**src/rtl/pipeline_skid_stage.sv**
```systemverilog
// pipeline_skid_stage
//   Inter-stage pipeline register with a valid/ready handshake and a
//   2-entry skid buffer. in_ready and out_valid come straight from flops, so
//   a stall never creates a combinational ready path through the stage.
//   A synchronous flush kills every held entry and presents NOP_VALUE.
//
// Ports
//   clk        in   1       clock, rising edge
//   reset      in   1       asynchronous, active-high reset
//   flush      in   1       synchronous kill of all held entries
//   in_valid   in   1       upstream presents a payload
//   in_ready   out  1       stage can accept (registered)
//   in_data    in   DATA_W  upstream payload
//   out_valid  out  1       out_data holds a live payload (registered)
//   out_ready  in   1       downstream accepts out_data this cycle
//   out_data   out  DATA_W  payload to next stage (registered)
//   occupancy  out  2       held entries, 0..2
//   stall_cnt  out  CNT_W   saturating count of out_valid & ~out_ready cycles
//   flush_cnt  out  CNT_W   saturating count of flushes that discarded work
module pipeline_skid_stage #(
   parameter int               DATA_W    = 64,
   parameter logic [DATA_W-1:0] NOP_VALUE = {DATA_W{1'b0}},
   parameter int               CNT_W     = 8
) (
   input  logic              clk,
   input  logic              reset,
   input  logic              flush,
   input  logic              in_valid,
   output logic              in_ready,
   input  logic [DATA_W-1:0] in_data,
   output logic              out_valid,
   input  logic              out_ready,
   output logic [DATA_W-1:0] out_data,
   output logic [1:0]        occupancy,
   output logic [CNT_W-1:0]  stall_cnt,
   output logic [CNT_W-1:0]  flush_cnt
);

   // State encoding doubles as the occupancy count.
   localparam logic [1:0] EMPTY = 2'd0;
   localparam logic [1:0] ONE   = 2'd1;
   localparam logic [1:0] TWO   = 2'd2;

   logic [1:0]        stateReg, stateNext;
   logic [DATA_W-1:0] mainReg, mainNext;
   logic [DATA_W-1:0] skidReg, skidNext;
   logic              inReadyReg;
   logic              outValidReg;
   logic              inFire;
   logic              outFire;

   assign inFire  = in_valid & inReadyReg;
   assign outFire = outValidReg & out_ready;

   always_comb begin
      stateNext = stateReg;
      mainNext  = mainReg;
      skidNext  = skidReg;
      if (flush) begin
         // Flush wins over everything; a same-cycle in_fire is simply dropped.
         stateNext = EMPTY;
         mainNext  = NOP_VALUE;
         skidNext  = NOP_VALUE;
      end else begin
         case (stateReg)
            EMPTY: begin
               if (inFire) begin
                  stateNext = ONE;
                  mainNext  = in_data;
               end
            end
            ONE: begin
               if (inFire && outFire) begin
                  mainNext = in_data;
               end else if (inFire) begin
                  stateNext = TWO;
                  skidNext  = in_data;
               end else if (outFire) begin
                  stateNext = EMPTY;
                  mainNext  = NOP_VALUE;
               end
            end
            TWO: begin
               // in_ready is low here, so only the drain case moves anything.
               if (outFire) begin
                  stateNext = ONE;
                  mainNext  = skidReg;
                  skidNext  = NOP_VALUE;
               end
            end
            default: begin
               stateNext = EMPTY;
               mainNext  = NOP_VALUE;
               skidNext  = NOP_VALUE;
            end
         endcase
      end
   end

   always_ff @(posedge clk or posedge reset) begin
      if (reset) begin
         stateReg    <= EMPTY;
         mainReg     <= NOP_VALUE;
         skidReg     <= NOP_VALUE;
         inReadyReg  <= 1'b1;
         outValidReg <= 1'b0;
      end else begin
         stateReg    <= stateNext;
         mainReg     <= mainNext;
         skidReg     <= skidNext;
         // Handshake flags are decoded from the next state so they are
         // flop outputs and never see in_valid/out_ready combinationally.
         inReadyReg  <= (stateNext != TWO);
         outValidReg <= (stateNext != EMPTY);
      end
   end

   // Saturating event counters: index 0 = stall, index 1 = flush.
   logic [1:0]       cntInc;
   logic [CNT_W-1:0] cntReg [2];

   assign cntInc[0] = outValidReg & ~out_ready & ~flush;
   assign cntInc[1] = flush & ((stateReg != EMPTY) | inFire);

   generate
      for (genvar gi = 0; gi < 2; gi++) begin : gCnt
         always_ff @(posedge clk or posedge reset) begin
            if (reset) begin
               cntReg[gi] <= '0;
            end else if (cntInc[gi] && (cntReg[gi] != {CNT_W{1'b1}})) begin
               cntReg[gi] <= cntReg[gi] + 1'b1;
            end
         end
      end
   endgenerate

   assign in_ready  = inReadyReg;
   assign out_valid = outValidReg;
   assign out_data  = mainReg;
   assign occupancy = stateReg;
   assign stall_cnt = cntReg[0];
   assign flush_cnt = cntReg[1];

endmodule
```
**config.mk**
```make
export PLATFORM = sky130hd
export DESIGN_NAME = pipeline_skid_stage
export DESIGN_NICKNAME = d
export VERILOG_FILES = /design/src/rtl/pipeline_skid_stage.sv
export SDC_FILE = /design/constraint.sdc
export NUM_CORES = 1
export LEC_CHECK = 0
export ABC_AREA = 0
export CORE_MARGIN = 2
export CORE_UTILIZATION = 50
export CTS_CLUSTER_DIAMETER = 30
export DETAILED_ROUTE_END_ITERATION = 10
export PLACE_DENSITY_LB_ADDON = 0.05
export SLEW_MARGIN = 10
export SYNTH_ARGS = -nofsm -noshare
export SYNTH_HDL_FRONTEND = slang
export SYNTH_SLANG_ARGS = --single-unit
```
**constraint.sdc**
```tcl
create_clock -name clk -period 13.45 [get_ports clk]
set_input_delay 2.69 -clock clk [delete_from_list [all_inputs] [get_ports clk]]
set_output_delay 2.69 -clock clk [all_outputs]
set_load 0.02 [all_outputs]
```
==> results of run 1 <==
==> kinds of logic (layout without fill, tap and decap cells) <==
logic type / count (synthesis) / count (layout) / share of synthesized area, %
DFF: 148 / 148 / 47.2
and+or+nand+nor: 174 / 174 / 9.81
xor gates and xnor gates: 9 / 9 / 1.00
AOI/OAI and AO/OA: 332 / 332 / 24.8
muxes: 70 / 70 / 9.02
buffers and inverters: 149 / 258 / 7.93
adders and majority gates: 2 / 2 / 0.319
==> report_power, final <==
part / switching, mW / internal, mW
clock network: 0.183 / 0.293
logic: 0.215 / 0.152
registers: 0.0451 / 0.491
total: 0.443 / 0.937
==> final timing paths <==
check                               end         start
setup / recovery           out_data[20]     out_ready
hold / removal             stall_cnt[5]  stall_cnt[5]
setup reg to reg            out_data[2]  occupancy[1]
hold reg to reg            stall_cnt[5]  stall_cnt[5]
max in group asynchronous  occupancy[1]         reset
min in group asynchronous  out_data[17]         reset
==> metrics by stage <==
stage | cells | utilization [%] | hold slack (ps)
3_3_place_gp | 1173 | 61.5 | 489
3_5_place_dp | 1173 | 61.5 | 496
5_1_grt | 1204 | 65.3 | 535
6_report | 1204 | 65.3 | 513
4_1_cts | 1204 | 65.3 | 513
2_1_floorplan | 884 | - | 513
==> layer usage <==
metal | up-vias | wire length (µm)
li1 | 3309 | -
met1 | 3522 | 9420
met2 | 212 | 10900
met3 | 24 | 1220
met4 | 0 | 331
met5 | - | 0
==> final cells by class <==
cell class                      count  area (µm²)  area share (%)
Timing Repair Buffer              161        1590            15.9
Tap cell                          211         264            2.65
Clock buffer                       20         447            4.48
Inverter                           66         253            2.53
Multi-Input combinational cell    587        3580            35.9
Clock inverter                     11         135            1.36
Sequential cell                   148        3710            37.2
==> registers in the layout, indices dropped and copies added, names as in the netlist <==
| signal | count |
|---|---|
| skidReg | 64 |
| out_valid | 1 |
| occupancy | 2 |
| out_data | 64 |
| in_ready | 1 |
| stall_cnt | 8 |
| flush_cnt | 8 |
==> worst max-delay path, stage by stage <==
cell             delay [ps]
clkdlybuf4s50_1         560
and2_1                  320
nor3b_4                 890
buf_4                   500
o21ai_0                 170
a21oi_1                 200
==> placed cells by master, fill, tap and decap left out, drive strengths merged <==
cell and instances:
ha 2, o32ai 64, nor3b 2, nand4 4
a21boi 1, nand4b 2, dfrtp 147, nand3b 2
dfstp 1, a31oi 3, and4b 1, and4 3
buf 10, and2 1, and3b 2, xnor2 8
nand2b 3, a21oi 129, xor2 1, nor2 4
inv 66, mux2i 64, and3 2, o221ai 1
a211oi 1, clkinv 6, o21a 1, mux2 6
a211o 1, a41oi 2, o21ai 128, bufinv 3
clkbuf 20, nand3 10, nor2b 2, o22a 1
clkinvlp 2, clkdlybuf4s50 151, nand2 136
==> results.cfg, run 1 <==
[cts]
clock_tree.htree_level_count = 4
clk_root_buffer_cell = clkbuf_16
numCtsBuffers = 17
post_cts_buffers = 0
worstSkewPairLatency_ps = 420
cts-root-to-sink-buffers = 2
clock_sinks = 148
cts_tree = yes
cts.reportedPaths.clkPinSlew_ps = 60
post_cts_resize_count = 0
ctsHoldBuffers = 0

[floorplanning]
dieHeight_um = 129
floorplan.initialDensity_pct = 51.5
area_of_the_placeable_core_mm2 = 0.0153
row_count = 45
ioPinCount = 153
fp.dieW_um = 129
die_area_mm2 = 0.0167

[flow_run]
timing.max_cap.violations = 0

[worst_setup_path]
worst-endpoint-required_ps = 13790
ff2ff_setup_slack_ps = 10340
rr_worst_depth = 5
worstPathArrival_ps = 5350
cp-start-kind = input pin
timing_worst_setup_path_type = in -> reg
endpoint_kind = flip-flop
worst-path-max-fanout = 34

[timing]
maxClockFrequency_mhz = 200
rsz_0062_raised_after_global_routing = no
layout_worst_path_cycle_share_pct = 37.2
period_minus_slack_ps = 5010
finalHoldViolations = 0
fin_tns_setup_ps = 0
maxSlewHeadroom_pct = 25.9
finalSetupViolations = 0
final_max_slew_viol_count = 0
clock-skew-final_ps = 5.56
finalWorstSetupSlack_ps = 8440
worst_tran_pin_value_ps = 1110

[yosys]
syn_inst = 884
portion_of_synthesized_cell_area_occupied_by_the_leading_cell_type_pct = 46.8
synthesis.area_mm2 = 0.00786
synth-seq-area-share_pct = 47.2
netlist_top_cells_count = dfrtp_1 (147), nand2_1 (136), a21oi_1 (129)
synth_nets = 955
synth_area_per_cell_um2 = 8.89
post-synth-top-count-cell = dfrtp_1
ys_types = 41
async_reset_ff_share_pct = 100
synth-edff-count = 0
synth_top_area_cell = dfrtp_1
synth.area.top_cells = dfrtp_1 (47%), a21oi_1 (8.2%), mux2i_1 (8.2%)
synth_ff_type = dfrtp_1
synth.ff_latch_count = 148
synthesis.yosys.warnings = 0

[pwr]
max_ir_drop_vdd_mv = 0.0874
finalPower_mw = 1.38
p_per_area_mw_per_mm2 = 138
power.leakage_nw = 4.01

[layout]
fraction_of_layout_cells_with_a_size_suffix_above_1_pct = 5.74
nNetsFinal = 1052
diodes = 0
num-fill-cells = 1270
finish.instance_area_mm2 = 0.00997
area_growth_syn_to_layout_pct = 26.9

[routing]
via_count = 7067
drt_wl_total_mm = 21.8
drc = 0
vias_per_cell = 5.87
final_antenna_net_count = 0
detail_route.first_pass.iterations = 5
drt_iter0_markers = 532
drt-wirelength-per-cell_um = 18.1

[run_status]
result_of_the_run = finished, final reports clean

[placement]
dp_hpwl_mm = 12.8
gpl.final_weighted_congestion = 0.843
port_buffers = 152
pre_cts_slack_ps = 8060
detailed_place.area_mm2 = 0.00939

[global_routing]
grt_use_met1_pct = 35.2
grt.busiest_layer = met2
grtUsageMet3_pct = 5.08
grt-ovfl-total = 0
grt_use_total_pct = 26.6
grt_max_degree = 91
initial_antenna_violation_count = 0
grt_util_met2_pct = 44.3
first_global_vias = 7107
grt_first_pass_wirelength_mm = 35.5

[min_path]
min_path_cells = 1
worst_hold_path_type = reg -> reg
No activity file was read; power rests on OpenSTA's default activity.
==> run 2, diff against run 1 <==
- clock period: 13.45 -> 5 ns (I/O delays scaled with it)
==> results.cfg, run 2 (synthesis gave the netlist of run 1 again) <==
[worst_setup_path]
cp-start-kind = flip-flop
worstPathArrival_ps = 2260
critical_path.cell_chain = clkdlybuf4s50_1
ff2ff_setup_slack_ps = 2010
worst-path-max-fanout = 72
cell_family_with_the_largest_share_of_critical_path_delay = flip-flops
endpoint_kind = output pin
crit_path_max_incr_delay_ps = 1050
worst-path-buf-inv = 1
timing_worst_setup_path_type = reg -> out
slowest_stage = dfrtp_4
worst-endpoint-required_ps = 4000

[layout]
fraction_of_layout_cells_with_a_size_suffix_above_1_pct = 6.02
finish.instance_area_mm2 = 0.00999
area_growth_syn_to_layout_pct = 27.2
nNetsFinal = 1055
diodes = 0
num-fill-cells = 1255
mostFrequentLayoutCell = clkdlybuf4s50_1
mostFrequentLayoutCells = clkdlybuf4s50_1 (151), dfrtp_1 (145), nand2_1 (136)

[pwr]
cell_internal_pwr_mw = 2.52
power_dissipated_by_switching_net_loads_mw = 1.19
p_per_area_mw_per_mm2 = 371
max_ir_drop_vdd_mv = 0.293
power.share.clock_pct = 34.5
pwr-share-seq_pct = 39.0
power.leakage_nw = 4.03
pwr-share-comb_pct = 26.5
finalPower_mw = 3.71
switching_share_pct = 32.0

[floorplanning]
row_count = 45
dieHeight_um = 129
area_of_the_placeable_core_mm2 = 0.0153
die_area_mm2 = 0.0167
ioPinCount = 153
floorplan.initialDensity_pct = 51.5
fp.dieW_um = 129

[routing]
drt-wirelength-per-cell_um = 18.1
drt_iter0_markers = 617
drt_wl_total_mm = 21.8
final_antenna_net_count = 0
drc = 0
via_count = 7068
detail_route.first_pass.iterations = 5
vias_per_cell = 5.86

[cts]
clk_root_buffer_cell = clkbuf_16
clock_sinks = 148
numCtsBuffers = 17
cts-root-to-sink-buffers = 2
cts.reportedPaths.clkPinSlew_ps = 60
cts_tree = yes
worstSkewPairLatency_ps = 430
post_cts_buffers = 0
ctsHoldBuffers = 0
post_cts_resize_count = 0
clock_tree.htree_level_count = 4

[placement]
pre_cts_slack_ps = 1430
port_buffers = 152
detailed_place.area_mm2 = 0.00941
gpl.final_weighted_congestion = 0.809
dp_hpwl_mm = 12.9

[timing]
maxSlewHeadroom_pct = 26.0
rsz_0062_raised_after_global_routing = no
clock-skew-final_ps = 8.97
finalSetupViolations = 0
final_max_slew_viol_count = 0
period_minus_slack_ps = 3260
fin_tns_setup_ps = 0
layout_worst_path_cycle_share_pct = 65.2
finalWorstSetupSlack_ps = 1740
finalHoldViolations = 0
maxClockFrequency_mhz = 307
worst_tran_pin_value_ps = 1110

[flow_run]
timing.max_cap.violations = 0

[global_routing]
grt_first_pass_wirelength_mm = 35.6
grt_max_degree = 87
initial_antenna_violation_count = 0
first_global_vias = 7087
grt-ovfl-total = 0
grt_use_total_pct = 27.1

[run_status]
result_of_the_run = finished, final reports clean

[min_path]
worst_hold_path_type = reg -> reg
-- run 2: cell count changes in the layout (fill, tap and decap cells not counted) --
cell / before / now
buf_4: 10 / 13
-- run 2: through the flow --
stage | utilization, % | cells | hold WS [ps]
2_1_floorplan | - | 884 | 513
3_3_place_gp | 61.7 | 1176 | 493
3_5_place_dp | 61.7 | 1176 | 510
4_1_cts | 65.5 | 1207 | 522
5_1_grt | 65.5 | 1207 | 538
6_report | 65.5 | 1207 | 521
-- run 2: metal layers --
layer,track usage (%),up-vias,wire (µm)
met5,0,-,0
met4,10.7,0,378
met3,5.57,33,1270
met2,44.4,235,10800
met1,35.4,3485,9360
li1,-,3315,-
-- run 2: final timing paths --
| kind | start | endpoint | depth (start not counted) |
|---|---|---|---|
| setup / recovery | occupancy[1] | occupancy[1] | 1 |
| hold / removal | stall_cnt[5] | stall_cnt[5] | 1 |
| hold reg to reg | stall_cnt[5] | stall_cnt[5] | 1 |
| max in group asynchronous | reset | skidReg[9] | 3 |
| min in group asynchronous | reset | out_data[11] | 2 |
| setup reg to reg | occupancy[1] | out_data[7] | 5 |
-- run 2: final cells by class --
type / instances / area (µm²) / share of cell area [%]
multi-input combinational: 587 / 3580 / 35.8
sequential: 148 / 3710 / 37.1
tap: 211 / 264 / 2.64
clock inverter: 11 / 135 / 1.35
timing repair buffer: 164 / 1610 / 16.1
clock buffer: 20 / 447 / 4.47
inverter: 66 / 253 / 2.53
-- run 2: power groups by stage --
| stage | clock, mW | combinational (mW) | sequential, mW |
|---|---|---|---|
| final | 1.28 | 0.984 | 1.45 |
| after global routing | 1.35 | 1.07 | 1.46 |
| after CTS | 1.30 | 0.986 | 1.45 |
| after detailed placement | 0 | 0.984 | 1.46 |
| after global placement | 0 | 0.963 | 1.46 |
| after floorplan | 0 | 0.493 | 1.54 |
==> run 3, diff against run 2 <==
- CORE_UTILIZATION: 50 -> 47
- clock period: 5 -> 2.9 ns (I/O delays scaled with it)
==> results.cfg, run 3 (synthesis gave the netlist of run 1 again) <==
[routing]
vias_per_cell = 5.81
detail_route.first_pass.iterations = 5
via_count = 7121
drt_wl_total_mm = 21.9
drt-wirelength-per-cell_um = 17.8
drc = 0
drt_iter0_markers = 514
final_antenna_net_count = 0

[pwr]
power.leakage_nw = 4.13
pwr-share-comb_pct = 26.2
power.share.clock_pct = 36.5
power_dissipated_by_switching_net_loads_mw = 2.06
pwr-share-seq_pct = 37.3
p_per_area_mw_per_mm2 = 652
cell_internal_pwr_mw = 4.59
switching_share_pct = 31.0
max_ir_drop_vdd_mv = 0.376

[global_routing]
grt_use_total_pct = 25.2
first_global_vias = 6984
grt_max_degree = 65
grt_first_pass_wirelength_mm = 36.2
grt-ovfl-total = 0
initial_antenna_violation_count = 0

[placement]
dp_hpwl_mm = 13.8
port_buffers = 152
gpl.final_weighted_congestion = 0.801
pre_cts_slack_ps = 234

[cts]
worstSkewPairLatency_ps = 420
post_cts_resize_count = 0
ctsHoldBuffers = 0
cts.reportedPaths.clkPinSlew_ps = 60
cts_tree = yes
cts-root-to-sink-buffers = 2
numCtsBuffers = 17
post_cts_buffers = 0
clock_tree.htree_level_count = 4
clk_root_buffer_cell = clkbuf_16
clock_sinks = 148

[floorplanning]
floorplan.initialDensity_pct = 47.7
area_of_the_placeable_core_mm2 = 0.0165
dieHeight_um = 133
fp.dieW_um = 133
ioPinCount = 153
row_count = 47
die_area_mm2 = 0.0178

[layout]
fraction_of_layout_cells_with_a_size_suffix_above_1_pct = 7.16
utilization_pct = 62.0
num-fill-cells = 1373
diodes = 0
nNetsFinal = 1065
mostFrequentLayoutCells = clkdlybuf4s50_1 (151), dfrtp_1 (145), nand2_1 (136)
area_growth_syn_to_layout_pct = 30.0
mostFrequentLayoutCell = clkdlybuf4s50_1

[worst_setup_path]
crit-reg2reg-launch = occupancy[1]
slowest_stage = dfrtp_4
worst-path-max-fanout = 40
cell_family_with_the_largest_share_of_critical_path_delay = flip-flops
worst-endpoint-required_ps = 2320
ff2ff_setup_slack_ps = 750
worstPathArrival_ps = 1910
cp-start-kind = flip-flop
timing.rr.end = out_data[30]
critical_path_cell_count = 1
critical_path.cell_chain = clkdlybuf4s50_1
endpoint_kind = output pin
crit_path_max_incr_delay_ps = 770
rr_worst_depth = 5
worst-path-buf-inv = 1
timing_worst_setup_path_type = reg -> out

[timing]
rsz_0062_raised_after_global_routing = no
period_minus_slack_ps = 2490
final_max_slew_viol_count = 0
finalWorstSetupSlack_ps = 410
maxClockFrequency_mhz = 402
finalSetupViolations = 0
worst_tran_pin_value_ps = 757
clock-skew-final_ps = 9.73
finalHoldViolations = 0
layout_worst_path_cycle_share_pct = 85.8
fin_tns_setup_ps = 0
maxSlewHeadroom_pct = 49.6

[min_path]
worst_hold_path.endpoint = stall_cnt[5]
min_path_cells = 1
worst_hold_path_type = reg -> reg
worst_hold_startpoint = stall_cnt[5]

[run_status]
result_of_the_run = finished, final reports clean

[flow_run]
timing.max_cap.violations = 0
==> run 3: power by group through the flow <==
stage / registers [mW] / logic (mW) / clock network (mW)
final: 2.48 / 1.74 / 2.43
after CTS: 2.48 / 1.75 / 2.46
after global placement: 2.51 / 1.71 / 0
after global routing: 2.52 / 1.89 / 2.55
after floorplan: 2.65 / 0.851 / 0
after detailed placement: 2.52 / 1.74 / 0
==> run 3: final cells by class <==
cell class | count | area, µm² | share of cell area, %
clock buffer | 23 | 508 | 4.97
tap | 220 | 275 | 2.70
inverter | 66 | 251 | 2.46
timing repair buffer | 174 | 1750 | 17.1
multi-input combinational | 587 | 3580 | 35.0
clock inverter | 8 | 145 | 1.42
sequential | 148 | 3710 | 36.3
==> run 3: how the worst max path moves through the flow <==
stage	startpoint	endpoint	slack (ps)
floorplan	reset	flush_cnt[0]	460
global placement	out_ready	skidReg[29]	360
detailed placement	out_ready	skidReg[59]	230
CTS	occupancy[1]	occupancy[1]	390
global route	occupancy[1]	occupancy[1]	340
finish	occupancy[1]	occupancy[1]	410
==> run 3: per-layer routing <==
| layer | track usage, % | part of all wire (%) | up-vias |
|---|---|---|---|
| li1 | - | - | 3347 |
| met2 | 42.6 | 50 | 202 |
| met4 | 6.86 | 1.1 | 0 |
| met1 | 33.7 | 45 | 3552 |
| met5 | 0 | 0 | - |
| met3 | 4.22 | 4.4 | 20 |
==> run 3: per-stage QoR <==
| step | hold WS (ps) | power, mW | instance area [µm²] | std cells |
|---|---|---|---|---|
| finish | 519 | 6.66 | 10200 | 1226 |
| global placement | 491 | 4.22 | 9560 | 1195 |
| floorplan | 513 | 3.50 | 7860 | 884 |
| global route | 537 | 6.96 | 10200 | 1226 |
| CTS | 516 | 6.70 | 10200 | 1226 |
| detailed placement | 508 | 4.26 | 9560 | 1195 |
